## config.mk

```make
export PLATFORM = sky130hd
export DESIGN_NAME = seq_divider
export DESIGN_NICKNAME = d
export VERILOG_FILES = /design/src/rtl/seq_divider.sv
export SDC_FILE = /design/constraint.sdc
export NUM_CORES = 1
export LEC_CHECK = 0
export CAP_MARGIN = 20
export CORE_UTILIZATION = 50
export DETAILED_ROUTE_END_ITERATION = 8
export HOLD_SLACK_MARGIN = 0.1
export PLACE_DENSITY_LB_ADDON = 0.25
export SYNTH_ARGS = -nofsm -noshare
export SYNTH_HDL_FRONTEND = slang
export SYNTH_SLANG_ARGS = --single-unit
```

## constraint.sdc

```tcl
create_clock -name clk -period 2.9 [get_ports clk]
set_input_delay 0.435 -clock clk [delete_from_list [all_inputs] [get_ports clk]]
set_output_delay 0.435 -clock clk [all_outputs]
set_load 0.02 [all_outputs]
```

## src/rtl/seq_divider.sv

```systemverilog
// seq_divider: multi-cycle restoring radix-2 divider, one quotient bit per clock.
// Optional build macro SEQ_DIVIDER_SIGNED_EN switches to two's-complement operands
// (the core divides magnitudes; the quotient truncates toward zero and the
// remainder takes the dividend's sign). Without the macro everything is unsigned.
//
// Handshake: start is sampled only while the FSM is IDLE (ignored while busy).
// busy rises on the sampling edge and falls on the edge that raises done.
// done is a single-cycle pulse; out/rem/div_by_zero are valid with it and hold
// their values until the next completion. state_dbg mirrors the FSM state.
module seq_divider #(
  parameter int DATA_LEN = 32
) (
  input  logic                clk,
  input  logic                rstn,
  input  logic                start,
  input  logic [DATA_LEN-1:0] in1,
  input  logic [DATA_LEN-1:0] in2,
  output logic [DATA_LEN-1:0] out,
  output logic [DATA_LEN-1:0] rem,
  output logic                busy,
  output logic                done,
  output logic                div_by_zero,
  output logic [1:0]          state_dbg
);

  localparam int CW = (DATA_LEN > 2) ? $clog2(DATA_LEN) : 1;

  typedef enum logic [1:0] {
    IDLE   = 2'd0,
    CALC   = 2'd1,
    FINISH = 2'd2
  } state_t;

  state_t              state;
  logic [CW-1:0]       cnt;
  logic [DATA_LEN-1:0] dvd;   // dividend magnitude, shifted out MSB-first
  logic [DATA_LEN-1:0] dvs;   // divisor magnitude
  logic [DATA_LEN-1:0] acc;   // partial remainder (always < dvs)
  logic [DATA_LEN-1:0] quo;   // quotient magnitude, shifted in LSB-first

  // One extra bit on the trial remainder so a divisor with its MSB set
  // can never wrap the subtraction.
  logic [DATA_LEN:0]   acc_sh;
  logic [DATA_LEN:0]   acc_sub;
  logic                borrow;

  logic [DATA_LEN-1:0] mag1;
  logic [DATA_LEN-1:0] mag2;
  logic [DATA_LEN-1:0] q_fin;
  logic [DATA_LEN-1:0] r_fin;
  logic [DATA_LEN-1:0] dvd_orig;

`ifdef SEQ_DIVIDER_SIGNED_EN
  logic neg_q;  // quotient must be negated at the end
  logic neg_r;  // remainder (and original dividend) is negative

  // Operand magnitudes; the most-negative value maps onto itself, which is
  // exactly its unsigned magnitude.
  always_comb begin
    mag1 = in1[DATA_LEN-1] ? -in1 : in1;
    mag2 = in2[DATA_LEN-1] ? -in2 : in2;
  end

  // Re-apply signs to the magnitude results.
  always_comb begin
    q_fin    = neg_q ? -quo : quo;
    r_fin    = neg_r ? -acc : acc;
    dvd_orig = neg_r ? -dvd : dvd;
  end
`else
  // Unsigned: operands and results pass straight through.
  always_comb begin
    mag1     = in1;
    mag2     = in2;
    q_fin    = quo;
    r_fin    = acc;
    dvd_orig = dvd;
  end
`endif

  // One restoring step: shift in next dividend bit, trial-subtract divisor.
  always_comb begin
    acc_sh  = {acc, dvd[DATA_LEN-1]};
    acc_sub = acc_sh - {1'b0, dvs};
    borrow  = acc_sub[DATA_LEN];
  end

  assign state_dbg = state;

  // Control FSM plus datapath registers and registered outputs.
  always_ff @(posedge clk or negedge rstn) begin
    if (!rstn) begin
      state       <= IDLE;
      cnt         <= '0;
      dvd         <= '0;
      dvs         <= '0;
      acc         <= '0;
      quo         <= '0;
      out         <= '0;
      rem         <= '0;
      busy        <= 1'b0;
      done        <= 1'b0;
      div_by_zero <= 1'b0;
`ifdef SEQ_DIVIDER_SIGNED_EN
      neg_q       <= 1'b0;
      neg_r       <= 1'b0;
`endif
    end else begin
      done <= 1'b0;
      case (state)
        IDLE: begin
          if (start) begin
            dvd   <= mag1;
            dvs   <= mag2;
            acc   <= '0;
            quo   <= '0;
            cnt   <= '0;
            busy  <= 1'b1;
`ifdef SEQ_DIVIDER_SIGNED_EN
            neg_q <= in1[DATA_LEN-1] ^ in2[DATA_LEN-1];
            neg_r <= in1[DATA_LEN-1];
`endif
            // A zero divisor skips the iteration entirely.
            state <= (in2 == '0) ? FINISH : CALC;
          end
        end
        CALC: begin
          dvd <= {dvd[DATA_LEN-2:0], 1'b0};
          acc <= borrow ? acc_sh[DATA_LEN-1:0] : acc_sub[DATA_LEN-1:0];
          quo <= {quo[DATA_LEN-2:0], ~borrow};
          cnt <= cnt + CW'(1);
          if (cnt == CW'(DATA_LEN - 1)) state <= FINISH;
        end
        FINISH: begin
          // dvs is zero exactly when the latched divisor was zero.
          if (dvs == '0) begin
            out         <= '1;
            rem         <= dvd_orig;
            div_by_zero <= 1'b1;
          end else begin
            out         <= q_fin;
            rem         <= r_fin;
            div_by_zero <= 1'b0;
          end
          done  <= 1'b1;
          busy  <= 1'b0;
          state <= IDLE;
        end
        default: state <= IDLE;
      endcase
    end
  end

endmodule
```

# --- Word-level counts from Yosys, hierarchy flattened ---
# Cells that the tools add are included.
classes:
  addsub: 2
  eq_ne: 5
  mux: 18
  bitwise: 1
  reduce_logical: 9
ops:
  columns: ["operator", "n"]
  rows:
  - ["$pmux W32 S2", 3]
  - ["$mux W32", 5]
  - ["$logic_not A32 Y1", 2]
  - ["$sub A33 B32 Y33", 1]
  - ["$pmux W5 S2", 1]
  - ["$reduce_and A2 Y1", 4]
  - ["$mux W2", 3]
  - ["$add A5 B1 Y5 const B", 1]
  - ["$eq A5 B5 Y1 const B", 1]
  - ["$mux W5", 1]
  - ["$ne A2 B2 Y1 const B", 2]
  - ["$pmux W2 S2", 1]
  - ["$reduce_bool A2 Y1", 2]
  - ["$mux W1", 3]
  - ["$eq A2 B1 Y1 const B", 1]
  - ["$eq A2 B2 Y1 const B", 1]
  - ["$logic_not A2 Y1", 1]
  - ["$pmux W1 S2", 1]
  - ["$not A1 Y1", 1]
word_totals:
  register_bits: 202
  inputBits: 67
  out_inout_bits: 69
  elab_cells: 46

# --- Logic depth before layout (Yosys ltp) ---
# Gate-level depths: netlist of run 1.
logic_depth:
  word_depth: 4
  ltp_mapped: 14
  ltp_nobuf: 13

# --- Worst setup path before layout of run 1 ---
# OpenSTA, ideal clock, no wires.
synth_timing:
  path_type: "register to register"
  from: "register dvd[31]"
  to: "register acc[23]"
  arrival_time_ns: 2.804
  setup_slack_ns: -0.038
  stages_incl_launch_ff: 15
  period_less_slack_ns: 2.938
  path_cell_list: "dfrtp_1 inv_1 ha_1 inv_1 fa_1 a211oi_1 o21a_1 a21o_1 nand4b_2 a31oi_2 o31a_2 xor2_2 buf_4 mux2i_1 o21ai_0"
synth_via:
  elab_chain_len: 3
synth_rtl:
  columns: ["element", "line_no", "text"]
  rows:
  - ["from (decl)", "36", "logic [DATA_LEN-1:0] dvd;"]
  - ["from (signal assigned)", "113", "dvd <= mag1;"]
  - ["from (signal assigned)", "128", "dvd <= {dvd[DATA_LEN-2:0], 1'b0};"]
  - ["$sub A33 B32 Y33", "84", "acc_sub = acc_sh - {1'b0, dvs};"]
  - ["$mux W32", "129", "acc <= borrow ? acc_sh[DATA_LEN-1:0] : acc_sub[DATA_LEN-1:0];"]
  - ["$pmux W32 S2", "110", "case (state)"]
  - ["to (signal assigned)", "129", null]
  - ["to (decl)", "38", "logic [DATA_LEN-1:0] acc;"]
# No other way between the ends.
# A chain may end at the register's enable or synchronous reset.

# --- Worst setup path in the final report of run 1 ---
layout_timing:
  from: "register dvd[31]"
  to: "register acc[20]"
# The elaborated chain is that of the path after synthesis.

==> flow_summary_export.csv, run 1 <==
group,metric,value,unit
outcome,status,"finished with violations",
outcome,violations,"negative setup slack",
critical_path,critPathCapture,"acc[20]$_DFFE_PN0P_",
global_route,grt_use_met3,3.81,%
timing,skew,17.2,ps
floorplanning,fp.dieArea,21100,um^2
timing,slew_viol_final,0,
synthesis,syn_area,10300,um^2
critical_path,start_kind,"flip-flop",
power,peakVddDrop,0.822,mV
detailed_routing,drc,0,
detailed_routing,drtAntennaViolNets,0,
clocking,insertion_delay,520,ps
timing,setup_slack,-234,ps
clocking,htree_levels,1,
timing,hold_violations,0,
layout,syn_to_final_growth,31.2,%
critical_path,worstPathRequired,3340,ps
power,power,18400,uW
synthesis,synth.distinct_cells,57,
layout,fin_nets,1449,
detailed_routing,first_iter_violations,544,
timing,fin_setup_tns,-5840,ps
layout,n_antenna_cell,0,
timing,slew_headroom,44.6,%
clocking,clk_pin_slew,60,ps
power,seqPwrFrac,25.7,%
floorplanning,core_area,20200,um^2
critical_path,worstPathMaxFanout,4,
min_path,hp-class,"flip-flop to flip-flop",
clocking,clkSinkCount,202,
synthesis,syn_area_per_cell,8.91,um^2
floorplanning,die_h,145,um
global_route,grtUsageMet2,43.6,%
critical_path,reg2reg_to,"acc[20]$_DFFE_PN0P_",
layout,drive_above_1_share,12.6,%
layout,fin_area,13500,um^2
timing,post-route-period-util,108,%
global_route,grt_busiest_layer,"met2",
critical_path,worst_r2r_startpoint,"dvd[31]$_DFFE_PN0P_",
power,power.leakage,0.00599,uW
critical_path,end_kind,"flip-flop",
placement,dpl.hpwl,19400,um
timing,setup_violations,33,
detailed_routing,wirelength,27500,um
power,power-per-cell-area,1360,nW/um^2
synthesis,synthCells,1151,
detailed_routing,dr.pass1.iters,5,
clocking,clockBufferDepth,3,
detailed_routing,viasPerCell,5.53,
placement,io_buffers,135,
power,power_switching,7590,uW
critical_path,crit_type,"flip-flop to flip-flop",
critical_path,r2r_cells,14,
timing,rsz0062_at_grt,"yes",
detailed_routing,wire_per_inst,16.8,um
global_route,grt_usage,26.6,%
clocking,cts-root-buf,"clkbuf_16",
floorplanning,num_rows,52,
synthesis,synth_edf_count,0,
power,p_clk_share,16.0,%
placement,gp_congestion,0.921,
critical_path,r2r_slack,-230,ps
global_route,grt_pass1_vias,8856,
power,netSwitchingFraction,41.3,%
floorplanning,start_util,50.9,%
clocking,cts_buffers,22,
power,pwr-share-comb,58.2,%
floorplanning,io_pins,136,
synthesis,ys.flop_type,"dfrtp_1",
timing,worst_slew_pin_slew,830,ps
placement,post-place-ws,-305,ps
clocking,cts_tree,"built",
global_route,grt_antenna_before_repair,0,
synthesis,yosysWarningCount,0,
detailed_routing,vias,9026,
synthesis,ys_seq_area_share,49.3,%
flow_run,max_cap_viol_count,0,
critical_path,crit_arrival,3570,ps
global_route,grt_pass1_wl,45200,um
synthesis,synth_seq_cells,202,
power,p_int,10800,uW
global_route,grt_max_degree,77,
critical_path,cp-startpoint,"dvd[31]$_DFFE_PN0P_",
global_route,globalRouteMet1Util,36.9,%
global_route,gr-total-overflow,0,
timing,max_freq,0.319,GHz
floorplanning,die_w,145,um
timing,post-route-min-period,3130,ps
synthesis,syn-num-nets,1253,
placement,dpl_cell_area,12500,um^2
synthesis,async_reset_ff_share,100,%
worst max-delay path, stage by stage (launching register included):
cell	delay, ps
dfrtp_1	390
inv_2	90
ha_4	140
inv_2	40
fa_2	350
a211oi_2	210
o21a_1	190
a21o_1	200
buf_4	130
nand3_1	80
a221o_1	450
buf_6	160
nand3_1	70
or4b_1	450
a21oi_2	130
what timing repair did:
item / CTS / global route
pin swaps: 8 / 15
hold endpoints to repair: 73 / 0
gates resized for setup: 18 / 29
setup endpoints to repair: 33 / 33
gates cloned: 2 / 0
buffers inserted: 11 / 5
hold buffers: 1 / 0
placed cells by master (no fill, tap or decap), types with 6 or more instances in the layout:
master and count:
and3_1 7, dfrtp_1 202, o21a_1 6, nor2_1 78, o22ai_1 32, nand2_1 254, clkbuf_8 7, o21ai_1 12
buf_4 95, inv_1 38, nand2b_1 6, xnor2_1 16, ha_1 33, nand4_1 11, buf_6 7, a21oi_1 33
nor4_1 17, clkbuf_16 22, o21ai_0 159, mux2i_1 53, a21o_1 13, nor3_1 7, xor2_1 9, nand3_1 19
clkdlybuf4s50_1 134
power by group through the flow:
stage | sequential, uW | combinational [uW] | clock (uW)
after floorplan | 4700 | 6280 | 0
after global placement | 4710 | 9460 | 0
after detailed placement | 4740 | 9700 | 0
after CTS | 4710 | 10600 | 2990
after global routing | 4860 | 11700 | 3100
final | 4730 | 10700 | 2950
final cells by class:
cell class / count / area, um^2
Fill cell: 1666 / 6710
Sequential cell: 202 / 5050
Multi-Input combinational cell: 838 / 4900
Timing Repair Buffer: 243 / 2250
Clock buffer: 29 / 637
Tap cell: 270 / 338
Inverter: 40 / 150
Clock inverter: 9 / 131
through the flow:
stage,std cells,util (%),hold slack [ps]
6_report,1631,66.7,462
5_1_grt,1631,66.7,484
4_1_cts,1630,66.7,469
3_5_place_dp,1579,61.8,455
3_3_place_gp,1579,61.8,449
2_1_floorplan,1151,-,139
worst min-delay path by stage:
stage               cells after the start             endpoint           startpoint  slack, ps
floorplan                               0   acc[0]$_DFFE_PN0P_                 rstn        140
global placement                        2   out[9]$_DFFE_PN0P_   out[9]$_DFFE_PN0P_        450
detailed placement                      2  out[15]$_DFFE_PN0P_  out[15]$_DFFE_PN0P_        460
CTS                                     2  out[15]$_DFFE_PN0P_  out[15]$_DFFE_PN0P_        470
global route                            2   out[9]$_DFFE_PN0P_   out[9]$_DFFE_PN0P_        480
finish                                  2   out[9]$_DFFE_PN0P_   out[9]$_DFFE_PN0P_        460
cell families (layout without fill, tap and decap cells):
logic type / after synthesis / in the layout / share of synthesized area (%)
AND/OR/NAND/NOR: 416 / 416 / 17.1
AO/OA/AOI/OAI: 304 / 304 / 17.1
flip-flops: 202 / 202 / 49.3
buffers and inverters: 111 / 321 / 4.33
multiplexers: 57 / 57 / 5.57
adder cells (fa/ha/maj): 35 / 35 / 4.34
XOR/XNOR: 26 / 26 / 2.29
layer usage:
metal | share of wire (%) | wire length [um]
met5 | 0 | 0
met3 | 4.8 | 1330
met1 | 45 | 12500
met2 | 47 | 12900
met4 | 2.6 | 722
sequential cells by signal, indices dropped and copies added (netlist names):
signal       flops
busy             1
div_by_zero      1
q_fin           32
rem             32
out             32
acc             32
cnt              5
state_dbg        2
dvd             32
done             1
dvs             32
synth_stat cells (4+ instances only):
master | n | area (um^2)
a211oi_1 | 4 | 30.0
o21ai_0 | 173 | 866
nand2_1 | 254 | 953
nor2b_1 | 5 | 31.3
nand4_1 | 11 | 68.8
dfrtp_1 | 202 | 5050
nor3_1 | 7 | 35.0
o211ai_1 | 5 | 37.5
a21oi_1 | 35 | 175
xor2_1 | 9 | 78.8
o21bai_1 | 4 | 30.0
o22ai_1 | 32 | 200
nor2_1 | 80 | 300
a32oi_1 | 4 | 35.0
nor4_1 | 17 | 106
nand3_1 | 19 | 95.1
clkbuf_1 | 52 | 195
and3_1 | 7 | 43.8
mux2i_1 | 56 | 561
buf_2 | 7 | 35.0
xnor2_1 | 16 | 140
o21a_1 | 6 | 45.0
buf_1 | 9 | 33.8
a21o_1 | 13 | 97.6
nand2b_1 | 8 | 50.1
inv_1 | 40 | 150
a31oi_1 | 6 | 37.5
ha_1 | 34 | 425
(Power assumes the default switching activity.)
==> run 2, diff against run 1 <==
--- a/config.mk
+++ b/config.mk
@@ -8,7 +8,6 @@
 export CAP_MARGIN = 20
 export CORE_UTILIZATION = 50
 export DETAILED_ROUTE_END_ITERATION = 8
-export HOLD_SLACK_MARGIN = 0.1
 export PLACE_DENSITY_LB_ADDON = 0.25
 export SYNTH_ARGS = -nofsm -noshare
 export SYNTH_HDL_FRONTEND = slang
==> results of run 2 <==
Final layout, timing and power as in run 1 (identical DEF).
